--- config.mk ---
export PLATFORM = sky130hd
export DESIGN_NAME = rr_mux4_arb
export DESIGN_NICKNAME = d
export VERILOG_FILES = /design/src/rtl/rr_arb_pkg.sv /design/src/rtl/rr_pick4.sv /design/src/rtl/rr_mux4_arb.sv
export SDC_FILE = /design/constraint.sdc
export NUM_CORES = 1
export LEC_CHECK = 0
export CAP_MARGIN = 20
export CORE_ASPECT_RATIO = 1.2
export CORE_MARGIN = 2
export CORE_UTILIZATION = 38
export CTS_BUF_LIST = sky130_fd_sc_hd__clkbuf_8
export DETAILED_ROUTE_END_ITERATION = 7
export MAX_ROUTING_LAYER = met4
export PLACE_DENSITY = 0.9
export SETUP_SLACK_MARGIN = 0.15
export SLEW_MARGIN = 0
export SYNTH_ARGS = -nofsm -noshare
export SYNTH_HDL_FRONTEND = slang
export SYNTH_HIERARCHICAL = 1
export SYNTH_SLANG_ARGS = --single-unit
--- constraint.sdc ---
create_clock -name clk -period 1.65 [get_ports clk]
set_input_delay 0.4125 -clock clk [delete_from_list [all_inputs] [get_ports clk]]
set_output_delay 0.4125 -clock clk [all_outputs]
set_load 0.005 [all_outputs]
--- src/rtl/rr_arb_pkg.sv ---
// rtl/rr_arb_pkg.sv - shared types and constants for the 4-way round-robin mux arbiter
package rr_arb_pkg;

  typedef enum logic {
    IDLE  = 1'b0,
    GRANT = 1'b1
  } arb_state_e;

  localparam int N_REQ          = 4;
  localparam int DATA_WIDTH_DEF = 8;

endpackage

--- src/rtl/rr_pick4.sv ---
// rtl/rr_pick4.sv - combinational round-robin pick: first set req bit at ptr, ptr+1, ptr+2, ptr+3
module rr_pick4
  import rr_arb_pkg::*;
(
  input  logic [N_REQ-1:0] i_req,
  input  logic [1:0]       i_ptr,
  output logic             o_valid,
  output logic [1:0]       o_idx
);

  logic [1:0] w_cand;

  // Scan from the farthest offset down so the nearest set bit overrides.
  always_comb begin
    o_valid = 1'b0;
    o_idx   = i_ptr;
    w_cand  = i_ptr;
    for (int k = N_REQ - 1; k >= 0; k--) begin
      w_cand = i_ptr + 2'(k);
      if (i_req[w_cand]) begin
        o_valid = 1'b1;
        o_idx   = w_cand;
      end
    end
  end

endmodule

--- src/rtl/rr_mux4_arb.sv ---
// rtl/rr_mux4_arb.sv - 4-requester round-robin burst arbiter with registered muxed output
module rr_mux4_arb
  import rr_arb_pkg::*;
#(
  parameter int DATA_WIDTH = DATA_WIDTH_DEF,
  parameter int BURST_MAX  = 4
) (
  input  logic                  clk,
  input  logic                  rst_n,
  input  logic [DATA_WIDTH-1:0] d_in0,
  input  logic [DATA_WIDTH-1:0] d_in1,
  input  logic [DATA_WIDTH-1:0] d_in2,
  input  logic [DATA_WIDTH-1:0] d_in3,
  input  logic [N_REQ-1:0]      req,
  output logic [N_REQ-1:0]      ack,
  output logic [DATA_WIDTH-1:0] y,
  output logic                  y_valid,
  input  logic                  y_ready,
  output logic [1:0]            sel,
  output logic                  busy
);

  arb_state_e            r_state;
  arb_state_e            w_state_nxt;
  logic [1:0]            r_ptr;
  logic [1:0]            w_ptr_nxt;
  logic [1:0]            r_sel;
  logic [1:0]            w_sel_nxt;
  logic [3:0]            r_beat_cnt;
  logic [3:0]            w_beat_cnt_nxt;
  logic [DATA_WIDTH-1:0] r_y;
  logic                  r_y_valid;

  logic                  w_pick_valid;
  logic [1:0]            w_pick_idx;
  logic                  w_out_free;
  logic                  w_accept;
  logic                  w_last_beat;
  logic [DATA_WIDTH-1:0] w_mux;

  rr_pick4 u_pick (
    .i_req   (req),
    .i_ptr   (r_ptr),
    .o_valid (w_pick_valid),
    .o_idx   (w_pick_idx)
  );

  assign w_out_free  = !r_y_valid || y_ready;
  assign w_accept    = (r_state == GRANT) && req[r_sel] && w_out_free;
  assign w_last_beat = (r_beat_cnt == 4'(BURST_MAX - 1));

  always_comb begin
    w_mux = d_in0;
    case (r_sel)
      2'd0:    w_mux = d_in0;
      2'd1:    w_mux = d_in1;
      2'd2:    w_mux = d_in2;
      default: w_mux = d_in3;
    endcase
  end

  always_comb begin
    w_state_nxt    = r_state;
    w_ptr_nxt      = r_ptr;
    w_sel_nxt      = r_sel;
    w_beat_cnt_nxt = r_beat_cnt;
    case (r_state)
      IDLE: begin
        if (w_pick_valid) begin
          w_state_nxt    = GRANT;
          w_sel_nxt      = w_pick_idx;
          w_beat_cnt_nxt = 4'd0;
        end
      end
      default: begin
        if (w_accept) begin
          w_beat_cnt_nxt = r_beat_cnt + 4'd1;
        end
        // A dropped request ends the burst early; the next scan starts past the holder.
        if ((w_accept && w_last_beat) || !req[r_sel]) begin
          w_state_nxt = IDLE;
          w_ptr_nxt   = r_sel + 2'd1;
          w_sel_nxt   = 2'd0;
        end
      end
    endcase
  end

  always_comb begin
    ack = '0;
    if (w_accept) begin
      ack[r_sel] = 1'b1;
    end
  end

  always_ff @(posedge clk or negedge rst_n) begin
    if (!rst_n) begin
      r_state    <= IDLE;
      r_ptr      <= 2'd0;
      r_sel      <= 2'd0;
      r_beat_cnt <= 4'd0;
    end else begin
      r_state    <= w_state_nxt;
      r_ptr      <= w_ptr_nxt;
      r_sel      <= w_sel_nxt;
      r_beat_cnt <= w_beat_cnt_nxt;
    end
  end

  // Output register drains independently of the FSM, so a release never drops a beat.
  always_ff @(posedge clk or negedge rst_n) begin
    if (!rst_n) begin
      r_y       <= '0;
      r_y_valid <= 1'b0;
    end else if (w_accept) begin
      r_y       <= w_mux;
      r_y_valid <= 1'b1;
    end else if (r_y_valid && y_ready) begin
      r_y_valid <= 1'b0;
    end
  end

  assign y       = r_y;
  assign y_valid = r_y_valid;
  assign sel     = r_sel;
  assign busy    = (r_state == GRANT);

endmodule

==> results.txt, run 1 <==
- The flow ran to the end, but the final reports show violations.
- The checks that failed: negative setup slack.
- Internal power consumption: around 2.2 mW
- Setup total negative slack on the finished layout was measured at -3.68 ns.
- Headroom to the max-slew limit: 68.8%
- H-tree levels: 1
- For this design the ratio of total power to cell area is 1610 nW/um2.
- STA classifies the critical path endpoint as an output pin.
- The cell area that synthesis handed to floorplanning was about 1200 um2.
* Part of the power in combinational logic: 68.7%
- Walking the worst path, the cells encountered are mux4_2, nand3_4, buf_6, nor2_2, buf_2.
* Average via count per standard cell: 5.67
* Final cell utilization of the core: 72.5%
- Net switching is 38.4% of the power.
- Overall track demand over capacity in global routing: 24.6%
- Type of the tightest min-delay check: input port to asynchronous set/reset pin
- For the pin with the worst max-slew slack, the measured transition is 0.466 ns.
- Post-synthesis register bit count: 18
- Number of antenna violations at the first check in global routing: 0
- Yosys printed 6 warnings.
- CTS Sinks: 18
- Cell type of the slowest stage on the worst timing path: sky130_fd_sc_hd__mux4_2
- The number of global-route vias before repair came to around 1400.
- Number of antenna diodes: 0
* Largest net degree at the start of global routing: 19
- Once detailed placement completed, the half-perimeter wirelength came to 2960 um.
* Period minus WS final: 2.00 ns
* Crit path largest cell delay: 0.55 ns
* Count of input and output buffers: 54
* Die area: 3610 um2
- Category of the critical setup timing path: flop to output pin
- Averaged over all synthesized cells, the footprint is 9.56 um2.
- Yosys mapped the design onto 31 distinct sky130hd cell types.
* Number of placed instances with taps included: 228
- The library cell used most frequently in the layout, excluding fill and tap cells, is sky130_fd_sc_hd__clkdlybuf4s50_1.
- VDD sags by at most 1.08 mV.
- Data on the critical path is required at its endpoint by ~1.2 ns.
* Max-cap check violation count: 0
- Clock slew seen by the registers of the worst setup and hold paths: 0.07 ns
- In the layout the commonest cells are sky130_fd_sc_hd__clkdlybuf4s50_1 (34), sky130_fd_sc_hd__nand2_1 (19), sky130_fd_sc_hd__buf_6 (18), sky130_fd_sc_hd__dfrtp_1 (17), sky130_fd_sc_hd__buf_4 (16).
- STA puts the critical path data arrival time at 1.59 ns.
* Antenna Nets Post-Route: 0
- Synthesis produced 125 cells.
- # IOs: 55
* Ratio of final minimum period to clock period: 121%
- Clock tree skew after final layout: between 0.01 and 0.015 ns
- Area growth from synthesis to layout: 83.8%
- After clock tree synthesis, the flow added hold-fix buffers numbering 0.
- Gr ovfl total: 0
- Clock share of power: 8.8%
- In the final design database the tool counted 257 nets.
* Placeable core area: 3030 um2
* Routability Congestion: 0.796
- Net count after synthesis: 170
- The post-route netlist has 36.0% of its cells at a drive strength greater than 1.
- Number of buffers added by the clock tree synthesis step: 3
- After floorplanning, the core was divided into 22 placement rows.
- Die Span Y: 65.4 um
- The tightest hold path in the finished design has a slack of 0.484 ns.
- Sequential cells account for between 20% and 30% of the total power.
- Effective utilization at floorplan: 39.5%
* Net switching power figure: ~1.4 mW
* Clock insertion delay at the later pin of the skew report: 0.26 ns
* DRT Wirelength: 4350 um
- Derived from the worst setup path, the maximum achievable clock frequency is 499 MHz.
- After detailed routing, the average wire length per cell comes to ~18 um.
- After synthesis, flip-flops and latches occupy 37.7% of the total area.
* Root Driver: sky130_fd_sc_hd__clkbuf_8
* Non-filler instance count after layout: 247
- The pre-antenna-repair detailed-routing pass consisted of 6 iterations.
* Die width: 55.2 um
- CTS tree: built
* Vias: 1401
- The detailed router finished its first iteration with 78 violations.
- After detailed routing, the number of remaining DRC violations is 0.
- Final number of setup-violating endpoints: 14
* Final setup margin: -0.353 ns
- Total count of hold-check failures in the final report: 0
- The max-slew violation total from the final report is 0.
- The first global-routing pass estimated 6270 um of wire.
- Setup repair after global routing could not meet its margin everywhere.
- Leakage power summed over all cells: 1.05 nW
* Buffer levels on the longest clock path: 2
* Crit path launch type: flop
- Peak fanout along the critical path: 4
-- power by group through the flow --
stage	Clock, mW	Combinational (mW)	Sequential [mW]
6_report	0.312	2.43	0.797
5_1_grt	0.343	2.59	0.813
4_1_cts	0.313	2.31	0.780
3_5_place_dp	0	1.85	0.786
3_3_place_gp	0	1.75	0.766
2_1_floorplan	0	0.948	0.807
-- Yosys cell counts, drive strengths merged --
| cell type | n | share of area (%) |
|---|---|---|
| and3 | 1 | 0.52 |
| o221a | 1 | 0.94 |
| mux2i | 4 | 3.4 |
| o21ai | 11 | 4.6 |
| or4 | 1 | 0.63 |
| or3b | 1 | 0.73 |
| mux2 | 8 | 8.8 |
| o21a | 1 | 0.63 |
| ha | 6 | 6.3 |
| nor3 | 2 | 0.84 |
| nand4 | 2 | 1.0 |
| inv | 12 | 3.8 |
| dfrtp | 18 | 38 |
| nor2b | 1 | 0.52 |
| mux4 | 1 | 1.9 |
| and3b | 1 | 0.73 |
| clkbuf | 2 | 0.63 |
| a2bb2oi | 1 | 0.73 |
| and2b | 3 | 2.1 |
| o32ai | 4 | 2.9 |
| buf | 4 | 1.9 |
| nand3 | 1 | 1.5 |
| a21oi | 1 | 0.42 |
| o31ai | 1 | 0.63 |
| nand2b | 2 | 1.0 |
| nor2 | 8 | 2.5 |
| nand2 | 19 | 6.0 |
| a222oi | 8 | 6.7 |
-- path summary, 6_finish.rpt --
kind                            cells past startpoint    from  slack [ns]             to
worst max-delay path                                5  sel[0]       -0.35         ack[3]
worst min-delay path                                2   rst_n        0.48  r_beat_cnt[0]
worst max register to register                      7  sel[0]       -0.28           y[1]
worst min register to register                      1    y[4]        0.50           y[4]
max in group asynchronous                           2   rst_n        0.95         sel[0]
min in group clk                                    1    y[4]        0.50           y[4]
-- state kept, by name, indices dropped and copies added, names as in the netlist --
name,cells
r_ptr,2
y_valid,1
busy,1
sel,2
r_beat_cnt,4
y,8
-- critical path: cells and delay by family (launching register included) --
family	cells	cell delay, ns
simple gates	2	0.16
flops	1	0.38
buf+inv	2	0.24
mux	1	0.55
-- metal layers --
| metal | wire length [um] | vias to the layer above | GRT usage [%] |
|---|---|---|---|
| li1 | - | 632 | - |
| met1 | 1610 | 687 | 25.8 |
| met2 | 2320 | 74 | 47.2 |
| met3 | 331 | 8 | 2.73 |
| met4 | 89 | 0 | 5.49 |
| met5 | 0 | - | - |
-- metrics by stage --
step | cell area, um2 | power [mW] | worst slack [ns]
global placement | 1900 | 2.51 | -0.767
finish | 2200 | 3.54 | -0.353
floorplan | 1210 | 1.75 | -0.104
detailed placement | 1900 | 2.63 | -0.830
global route | 2200 | 3.75 | -0.381
CTS | 2160 | 3.40 | -0.321
-- cells by family after synthesis --
family / synth area share (%)
buf+inv: 6.28
mux: 14.0
fa+ha+maj: 6.28
flops: 37.7
simple gates: 18.1
compound gates: 17.6
-- layout make-up --
type	instances	area [um2]
clock buffer	3	41.3
timing repair buffer	88	823
fill	200	832
multi-input combinational	89	783
tap	36	45.0
sequential	18	452
inverter	12	47.5
clock inverter	1	3.75
-- repair_timing --
action / in CTS / in global routing
gates resized for setup: 80 / 8
setup buffers: 13 / 2
setup endpoints to repair: 33 / 23
pin swaps: 8 / 3
Note: power is estimated with default switching activity, not from simulation.
==> run 2: changes to the inputs <==
--- a/config.mk
+++ b/config.mk
@@ -13,6 +13,7 @@
 export DETAILED_ROUTE_END_ITERATION = 7
 export MAX_ROUTING_LAYER = met4
 export PLACE_DENSITY = 0.9
+export RECOVER_POWER = 100
 export SETUP_SLACK_MARGIN = 0.15
 export SLEW_MARGIN = 0
 export SYNTH_ARGS = -nofsm -noshare
==> results.txt, run 2 (same netlist as run 1, synthesis figures left out) <==
- The run finished, with violations left.
- Violated checks: negative setup slack
- Largest voltage drop on the vdd net: 1.08 mV (about the same)
- The worst relative slew slack is 34.5% (-34 points).
- Clock tree skew after final layout: 0.0103 ns (-0.00103 ns)
- The required arrival time at the worst endpoint is 1.24 ns (about the same).
* Area taken by multi-input logic gates: 783 um2 (unchanged)
- The total power is 3.54 mW (about the same).
- The worst setup slack after placement was -0.830 ns (unchanged).
- The residual DRC count is 0 (unchanged).
- Area growth from synthesis to layout: 83.5%
* # IOs: 55 (unchanged)
- Endpoint of the most critical register-to-register path: y[1]
- The number of vias in the routed layout was 1398 (-0.21%).
* Clock insertion delay at the later pin of the skew report: 0.26 ns (about the same)
- The aggregate global-route resource usage was 24.6% (unchanged).
- The area of the die was 3610 um2 (unchanged).
* Hold buffer count at cts: 0 (unchanged)
- The transition time at the pin with the least slew margin was 0.982 ns (+0.516 ns).
* Critical Path End Type: output pin
- Net Sw Frac: 38.4% (about the same)
* Period minus WS final: 2.00 ns (+0.000203 ns)
* Part of the power in combinational logic: 68.6% (about the same)
- Hold Crit Depth: 1
- Total half-perimeter wirelength after legalization and detailed placement: 2960 um (unchanged)
* CTS Sinks: 18 (unchanged)
- The cell sitting at the root of the clock tree is a sky130_fd_sc_hd__clkbuf_8.
- The largest net degree at the start of global routing came to 19 (unchanged).
- Die Span Y: 65.4 um (unchanged)
- The residual antenna-violating net count after detailed routing is 0 (unchanged).
* Most frequent standard cell in the layout excluding fill and tap cells: sky130_fd_sc_hd__clkdlybuf4s50_1
- Final number of max-transition violations: 0 (unchanged)
- Number of cell rows: 22 (unchanged)
* Wire length of the first global-routing pass: 6270 um (unchanged)
- The diode insertion count for antenna repair is 0 (unchanged).
* Average via count per standard cell: 5.66 (-0.21%)
- Fill cells: 201 (+0.50%)
- The highest achievable clock rate came to 499 MHz (about the same).
- The leakage component of the power was 1.04 nW (-0.35%).
* Routability Congestion: 0.796 (unchanged)
* CTS tree: built
- Effective utilization at floorplan: 39.5% (unchanged)
* DRC marker count from the first detailed-route iteration: 74 (-5.1%)
- Setup slack on the worst flop-to-flop path: -0.28 ns (about the same)
- Hold Crit Start: y[4]
* Storage cell area: 452 um2 (unchanged)
- The internal power of the cells is 2.18 mW (about the same).
- Setup repair after global routing could not meet its margin everywhere.
- The depth of the CTS H-tree came to 1 (unchanged).
* Buffer levels on the longest clock path: 2 (unchanged)
* Number of flip-flops in the largest register: 8 (unchanged)
- The final net count came to 257 (unchanged).
* Final number of setup-violating endpoints: 14 (unchanged)
- Endpoint of the worst hold-timing path: y[4]
- DRT Wirelength: 4320 um (-0.71%)
- Final setup margin: -0.353 ns (-0.000203 ns)
* Cell Pwr Density: 1610 nW/um2 (+0.10%)
- The width of the die came to 55.2 um (unchanged).
- The critical path goes through mux4_2, nand3_4, buf_6, nor2_2, buf_2.
- Reg-to-reg startpoint: sel[0]
- Most used cells in the layout excluding fill and tap cells: sky130_fd_sc_hd__clkdlybuf4s50_1 (34), sky130_fd_sc_hd__nand2_1 (19), sky130_fd_sc_hd__buf_6 (18), sky130_fd_sc_hd__dfrtp_1 (17), sky130_fd_sc_hd__buf_4 (15)
- Sequential share of power: 22.5% (about the same)
* Number of antenna violations at the first check in global routing: 0 (unchanged)
- The number of global-route vias before repair was 1386 (unchanged).
* Gr ovfl total: 0 (unchanged)
- FF-to-FF path depth: 7 (unchanged)
* Clock slew seen by the registers of the worst setup and hold paths: 0.07 ns (about the same)
- Peak fanout along the critical path: 4 (unchanged)
- Count of input and output buffers: 54 (unchanged)
- The count of max-cap constraint violations was 0 (unchanged).
* Crit path largest cell delay: 0.55 ns (about the same)
- The worst setup path is of the flop to output pin kind.
- Arr. time, crit path: 1.59 ns (about the same)
- Crit path launch type: flop
* Number of buffers added by the clock tree synthesis step: 3 (unchanged)
- Cell type of the slowest stage on the worst timing path: sky130_fd_sc_hd__mux4_2
- The fraction of layout cells with a size suffix above 1 came to 35.5% (-0.47 points).
- In this run the worst hold path is classified as flop to flop.
- The clock power share is 8.9% (about the same).
* Placeable core area: 3030 um2 (unchanged)
* Total count of hold-check failures in the final report: 0 (unchanged)
* First drt pass iteration count: 6 (unchanged)
* Net switching power figure: 1.36 mW (about the same)
* WL per Instance: 17.5 um (-0.71%)
* Ratio of final minimum period to clock period: 121% (about the same)
==> run 2: cell types whose count changed in the layout (fill, tap and decap cells not counted), sizes merged <==
cell    delta
buf        -1
clkbuf     +1
==> run 2: how the worst max path moves through the flow <==
stage,to,from,depth (start not counted)
6_report,ack[3],sel[0],5
3_5_place_dp,ack[0],req[2],5
3_3_place_gp,ack[3],req[3],5
5_1_grt,ack[3],sel[0],5
2_1_floorplan,ack[0],sel[0],4
4_1_cts,ack[0],sel[0],5
==> run 2: what timing repair did <==
item                                    CTS  global route
setup buffers                            13             2
resized for setup                        80             8
cloned                                    0             0
pin swaps                                 8             3
endpoints found under the setup margin   33            23
==> run 2: worst max-delay path, delay by kind of cell (launching register included) <==
family	cells	cell delay [ns]
buffers and inverters	2	0.24
flip-flops	1	0.38
multiplexers	1	0.55
AND/OR/NAND/NOR	2	0.16
==> run 2: area by class of cell <==
type | count | area share (%)
multi-input combinational | 89 | 35.7
tap | 36 | 2.05
sequential | 18 | 20.6
clock buffer | 3 | 1.88
clock inverter | 1 | 0.171
inverter | 12 | 2.17
timing repair buffer | 88 | 37.4
==> run 2: power groups by stage <==
stage,Clock (mW),Combinational [mW],Sequential (mW)
after floorplan,0,0.948,0.807
after global placement,0,1.75,0.766
after detailed placement,0,1.85,0.786
after CTS,0.313,2.31,0.780
after global routing,0.343,2.59,0.813
final,0.315,2.43,0.796
==> run 2: metal layers <==
layer | share of wire, % | wire [um] | track usage, % | up-vias
li1 | - | - | - | 630
met1 | 37 | 1580 | 25.8 | 687
met2 | 53 | 2310 | 47.2 | 73
met3 | 7.8 | 338 | 2.73 | 8
met4 | 2.1 | 89 | 5.49 | 0
met5 | 0 | 0 | - | -
==> run 2: stage by stage <==
step	cell area [um2]	cells	setup TNS (ns)	hold WS [ns]	util (%)
3_5_place_dp	1900	228	-10.47	0.477	62.9
4_1_cts	2160	245	-3.16	0.495	71.3
2_1_floorplan	1210	125	-0.685	0.117	-
3_3_place_gp	1900	228	-9.26	0.455	62.9
5_1_grt	2190	247	-4.23	0.528	72.4
6_report	2190	247	-3.65	0.505	72.4
==> run 3: changes to the inputs <==
--- a/config.mk
+++ b/config.mk
@@ -8,15 +8,14 @@
 export CAP_MARGIN = 20
 export CORE_ASPECT_RATIO = 1.2
 export CORE_MARGIN = 2
-export CORE_UTILIZATION = 38
+export CORE_UTILIZATION = 37
 export CTS_BUF_LIST = sky130_fd_sc_hd__clkbuf_8
 export DETAILED_ROUTE_END_ITERATION = 7
 export MAX_ROUTING_LAYER = met4
-export PLACE_DENSITY = 0.9
+export PLACE_DENSITY = 0.89
 export RECOVER_POWER = 100
 export SETUP_SLACK_MARGIN = 0.15
 export SLEW_MARGIN = 0
 export SYNTH_ARGS = -nofsm -noshare
 export SYNTH_HDL_FRONTEND = slang
-export SYNTH_HIERARCHICAL = 1
 export SYNTH_SLANG_ARGS = --single-unit
==> results.txt, run 3 <==
* Dominant cells by area after synthesis: sky130_fd_sc_hd__dfrtp_1 (40%), sky130_fd_sc_hd__a222oi_1 (7.1%), sky130_fd_sc_hd__ha_1 (6.7%)
- Part of the power in combinational logic: 66.4% (-2.2 points)
* DRC viols: 0 (unchanged)
* DRT Wirelength: 4400 um (+1.8%)
- Result of the run: finished, violations left
- The worst setup path is launched from a flop.
- Sequential share of power: 22.9% (+0.4 points)
- The share of synthesized area occupied by flip-flops and latches is 40.0% (+2.3 points).
- The number of port buffers is 54 (unchanged).
- The post-layout utilization of the core came to 74.5% (+2.1 points).
* Leakage power summed over all cells: 0.990 nW (-5.2%)
- Arr. time, crit path: 1.70 ns (+0.11 ns)
- The setup skew after layout is 0.00406 ns (-0.00619 ns).
- The number of flip-flops under the largest register name is 8 (unchanged).
- The post-synthesis register bit count is 18 (unchanged).
* Proportion of layout cells with a drive suffix above 1: 31.6% (-4.0 points)
- The most common cell in the synthesized netlist is sky130_fd_sc_hd__nand2_1.
* Leading post-synthesis cells by instance count: sky130_fd_sc_hd__nand2_1 (19), sky130_fd_sc_hd__dfrtp_1 (18), sky130_fd_sc_hd__o21ai_0 (12)
- Average via count per standard cell: 5.61 (-0.91%)
* Violated checks: negative setup slack
- The core footprint is 2840 um2 (-6.3%).
- Type of the tightest min-delay check: flop to flop
- The residual antenna-violating net count after detailed routing is 0 (unchanged).
- The endpoint identified for the worst register-to-register timing path is y[4].
* Die area: 3500 um2 (-3.0%)
- The path with the worst hold slack has its endpoint at r_beat_cnt[3].
* Average cell area after synthesis: 9.08 um2 (-5.0%)
* Net switching power figure: 1.45 mW (+6.4%)
* Critical Path End Type: output pin
- The width of the die was 54.4 um (-1.5%).
- Net count after synthesis: 169 (-0.59%)
- The number of global-route vias before repair came to 1360 (-1.9%).
- The first-pass GRT wire length was 6240 um (-0.45%).
* Max-cap check violation count: 0 (unchanged)
- The max-slew violation total from the final report was 0 (unchanged).
- Most used cells in the layout excluding fill and tap cells: sky130_fd_sc_hd__clkdlybuf4s50_1 (33), sky130_fd_sc_hd__dfrtp_1 (17), sky130_fd_sc_hd__buf_6 (16), sky130_fd_sc_hd__nand2_1 (15), sky130_fd_sc_hd__buf_4 (14)
- Post-synthesis cell area: 1130 um2 (-5.8%)
* Number of distinct library cells after synthesis: 29 (-6.5%)
- Ratio of final minimum period to clock period: 128% (+6.5 points)
- Top cell type by total area after synthesis: sky130_fd_sc_hd__dfrtp_1
- The power density over the cells came to 1650 nW/um2 (+2.5%).
- The reg-to-reg setup timing slack came to -0.31 ns (-0.03 ns).
- By startpoint and endpoint, the worst setup path is classified as flop to output pin.
- The share of async-settable or async-resettable flops after synthesis was 100% (unchanged).
* Largest voltage drop on the vdd net: 1.03 mV (-5.0%)
* # IOs: 55 (unchanged)
- The warning count from the yosys run was 0 (-6).
- Final setup margin: -0.460 ns (-0.107 ns)
- Net Sw Frac: 41.4% (+2.9 points)
- Reg-to-reg startpoint: sel[1]
- The largest net degree at the start of global routing came to 19 (unchanged).
* Peak fanout along the critical path: 3 (-1)
- Hold Crit Depth: 1 (unchanged)
* Die Span Y: 64.4 um (-1.5%)
- The library cell used most frequently in the layout, excluding fill and tap cells, is sky130_fd_sc_hd__clkdlybuf4s50_1.
* Gr ovfl total: 0 (unchanged)
- The number of enable-type register cells in the synthesized netlist was 0 (unchanged).
* Area share of the largest cell type after synthesis: 40.0% (+2.3 points)
- FF-to-FF path depth: 9 (+2)
- The synthesized instance count was 124 (-0.80%).
- Total half-perimeter wirelength after legalization and detailed placement: 2720 um (-8.0%)
- Vias: 1346 (-3.7%)
- The required arrival time at the worst endpoint came to 1.24 ns (about the same).
- Headroom to the max-slew limit: 35.3% (+0.81 points)
- TritonCTS built the clock tree.
* Buffer levels on the longest clock path: 2 (unchanged)
* H-tree levels: 1 (unchanged)
- Period minus WS final: 2.11 ns (+0.107 ns)
- Clock share of power: 10.7% (+1.8 points)
* Area growth from synthesis to layout: 87.8%
- The internal power of the cells is 2.05 mW (-5.9%).
- Hold Crit Start: r_beat_cnt[3]
- Clock tree synthesis selected as its root buffer the cell sky130_fd_sc_hd__clkbuf_8.
* Clock insertion delay at the later pin of the skew report: 0.26 ns (about the same)
- The number of iterations in the first detailed-routing pass came to 4 (-2).
- Slew @ Worst Pin: 0.970 ns (-0.0122 ns)
- Total count of hold-check failures in the final report: 0 (unchanged)
- The critical path starts at sel[0].
* Leading register cell type out of synthesis: sky130_fd_sc_hd__dfrtp_1
- The final net count was 252 (-1.9%).
- CTS Sinks: 18 (unchanged)
- Number of buffers added by the clock tree synthesis step: 3 (unchanged)
- Unrepaired setup endpoints after global routing: true
- The count of final setup violators was 20 (+6).
* Clock slew seen by the registers of the worst setup and hold paths: 0.07 ns (about the same)
- Max Clock Freq: 474 MHz (-5.1%)
- Hold buffer count at cts: 0 (unchanged)
- Final TNS setup: -4.86 ns (-1.21 ns)
* Overall track demand over capacity in global routing: 25.3% (+0.63 points)
* Effective utilization at floorplan: 39.7% (+0.22 points)
* Fill cells: 188 (-6.5%)
- The routed length per placed instance came to 18.3 um (+4.8%).
- Number of antenna violations at the first check in global routing: 0 (unchanged)
* DRC marker count from the first detailed-route iteration: 64 (-14%)
* Number of cell rows: 21 (-4.5%)
* Routability Congestion: 0.906 (+14%)
* Final Total Pwr: 3.50 mW (-1.1%)
* Number of antenna diodes: 0 (unchanged)
-- run 3: cell types whose count changed after synthesis, sizes merged, moves of 2 or more --
cell | previous run | this run
a21oi | 1 | 10
inv | 12 | 5
mux2 | 8 | 1
and2 | 0 | 4
and2b | 3 | 0
nand3 | 1 | 4
nor2 | 8 | 11
a21boi | 0 | 2
clkbuf | 2 | 4
nor3 | 2 | 0
o32ai | 4 | 2
-- run 3: through the flow --
| stage | cell area [um2] | std cells | setup slack [ns] | hold slack (ns) |
|---|---|---|---|---|
| 2_1_floorplan | 1140 | 124 | -0.180 | 0.117 |
| 3_3_place_gp | 1820 | 222 | -0.837 | 0.465 |
| 3_5_place_dp | 1820 | 222 | -0.860 | 0.473 |
| 4_1_cts | 2050 | 236 | -0.431 | 0.484 |
| 5_1_grt | 2110 | 240 | -0.498 | 0.499 |
| 6_report | 2110 | 240 | -0.460 | 0.490 |
-- run 3: logic make-up (layout without fill, tap and decap cells) --
group | count (synthesis) | after routing | share of synthesized area (%)
flops | 18 | 18 | 40.0
mux | 6 | 6 | 6.56
buf+inv | 12 | 92 | 5.00
fa+ha+maj | 6 | 6 | 6.67
simple gates | 45 | 47 | 18.9
compound gates | 37 | 37 | 22.9
-- run 3: power groups by stage --
stage / Sequential [mW] / Combinational, mW / Clock [mW]
after floorplan: 0.797 / 0.866 / 0
after global placement: 0.766 / 1.60 / 0
after detailed placement: 0.773 / 1.69 / 0
after CTS: 0.780 / 2.07 / 0.363
after global routing: 0.819 / 2.50 / 0.400
final: 0.800 / 2.32 / 0.374
-- run 3: worst max path at each step --
| stage | depth (start not counted) | end |
|---|---|---|
| floorplan | 4 | ack[0] |
| global placement | 5 | ack[0] |
| detailed placement | 5 | ack[1] |
| CTS | 5 | ack[3] |
| global route | 5 | ack[3] |
| finish | 5 | ack[3] |
-- run 3: layout make-up --
cell class	count	area, um2	area share [%]
Inverter	5	21.3	1.01
Multi-Input combinational cell	96	763	36.1
Sequential cell	18	452	21.4
Tap cell	34	42.5	2.01
Clock buffer	4	55.1	2.60
Timing Repair Buffer	83	781	36.9
-- run 3: per-layer routing --
layer | track usage, % | wire (um) | vias to the layer above
met2 | 44.1 | 2180 | 75
met3 | 6.45 | 394 | 13
met1 | 24.7 | 1720 | 635
met5 | - | 0 | -
li1 | - | - | 623
met4 | 12.8 | 103 | 0
-- run 3: critical path, stage by stage, from the launching register on --
cell and delay (ns):
sky130_fd_sc_hd__dfrtp_2 0.38, sky130_fd_sc_hd__mux4_2 0.51, sky130_fd_sc_hd__and3_4 0.18, sky130_fd_sc_hd__buf_6 0.12, sky130_fd_sc_hd__and2_4 0.13, sky130_fd_sc_hd__buf_6 0.11
-- run 3: what timing repair did --
action / in CTS / in global routing
setup buffers: 8 / 4
resized for setup: 79 / 13
pin swaps: 17 / 7
gates cloned: 2 / 0
endpoints found under the setup margin: 32 / 23
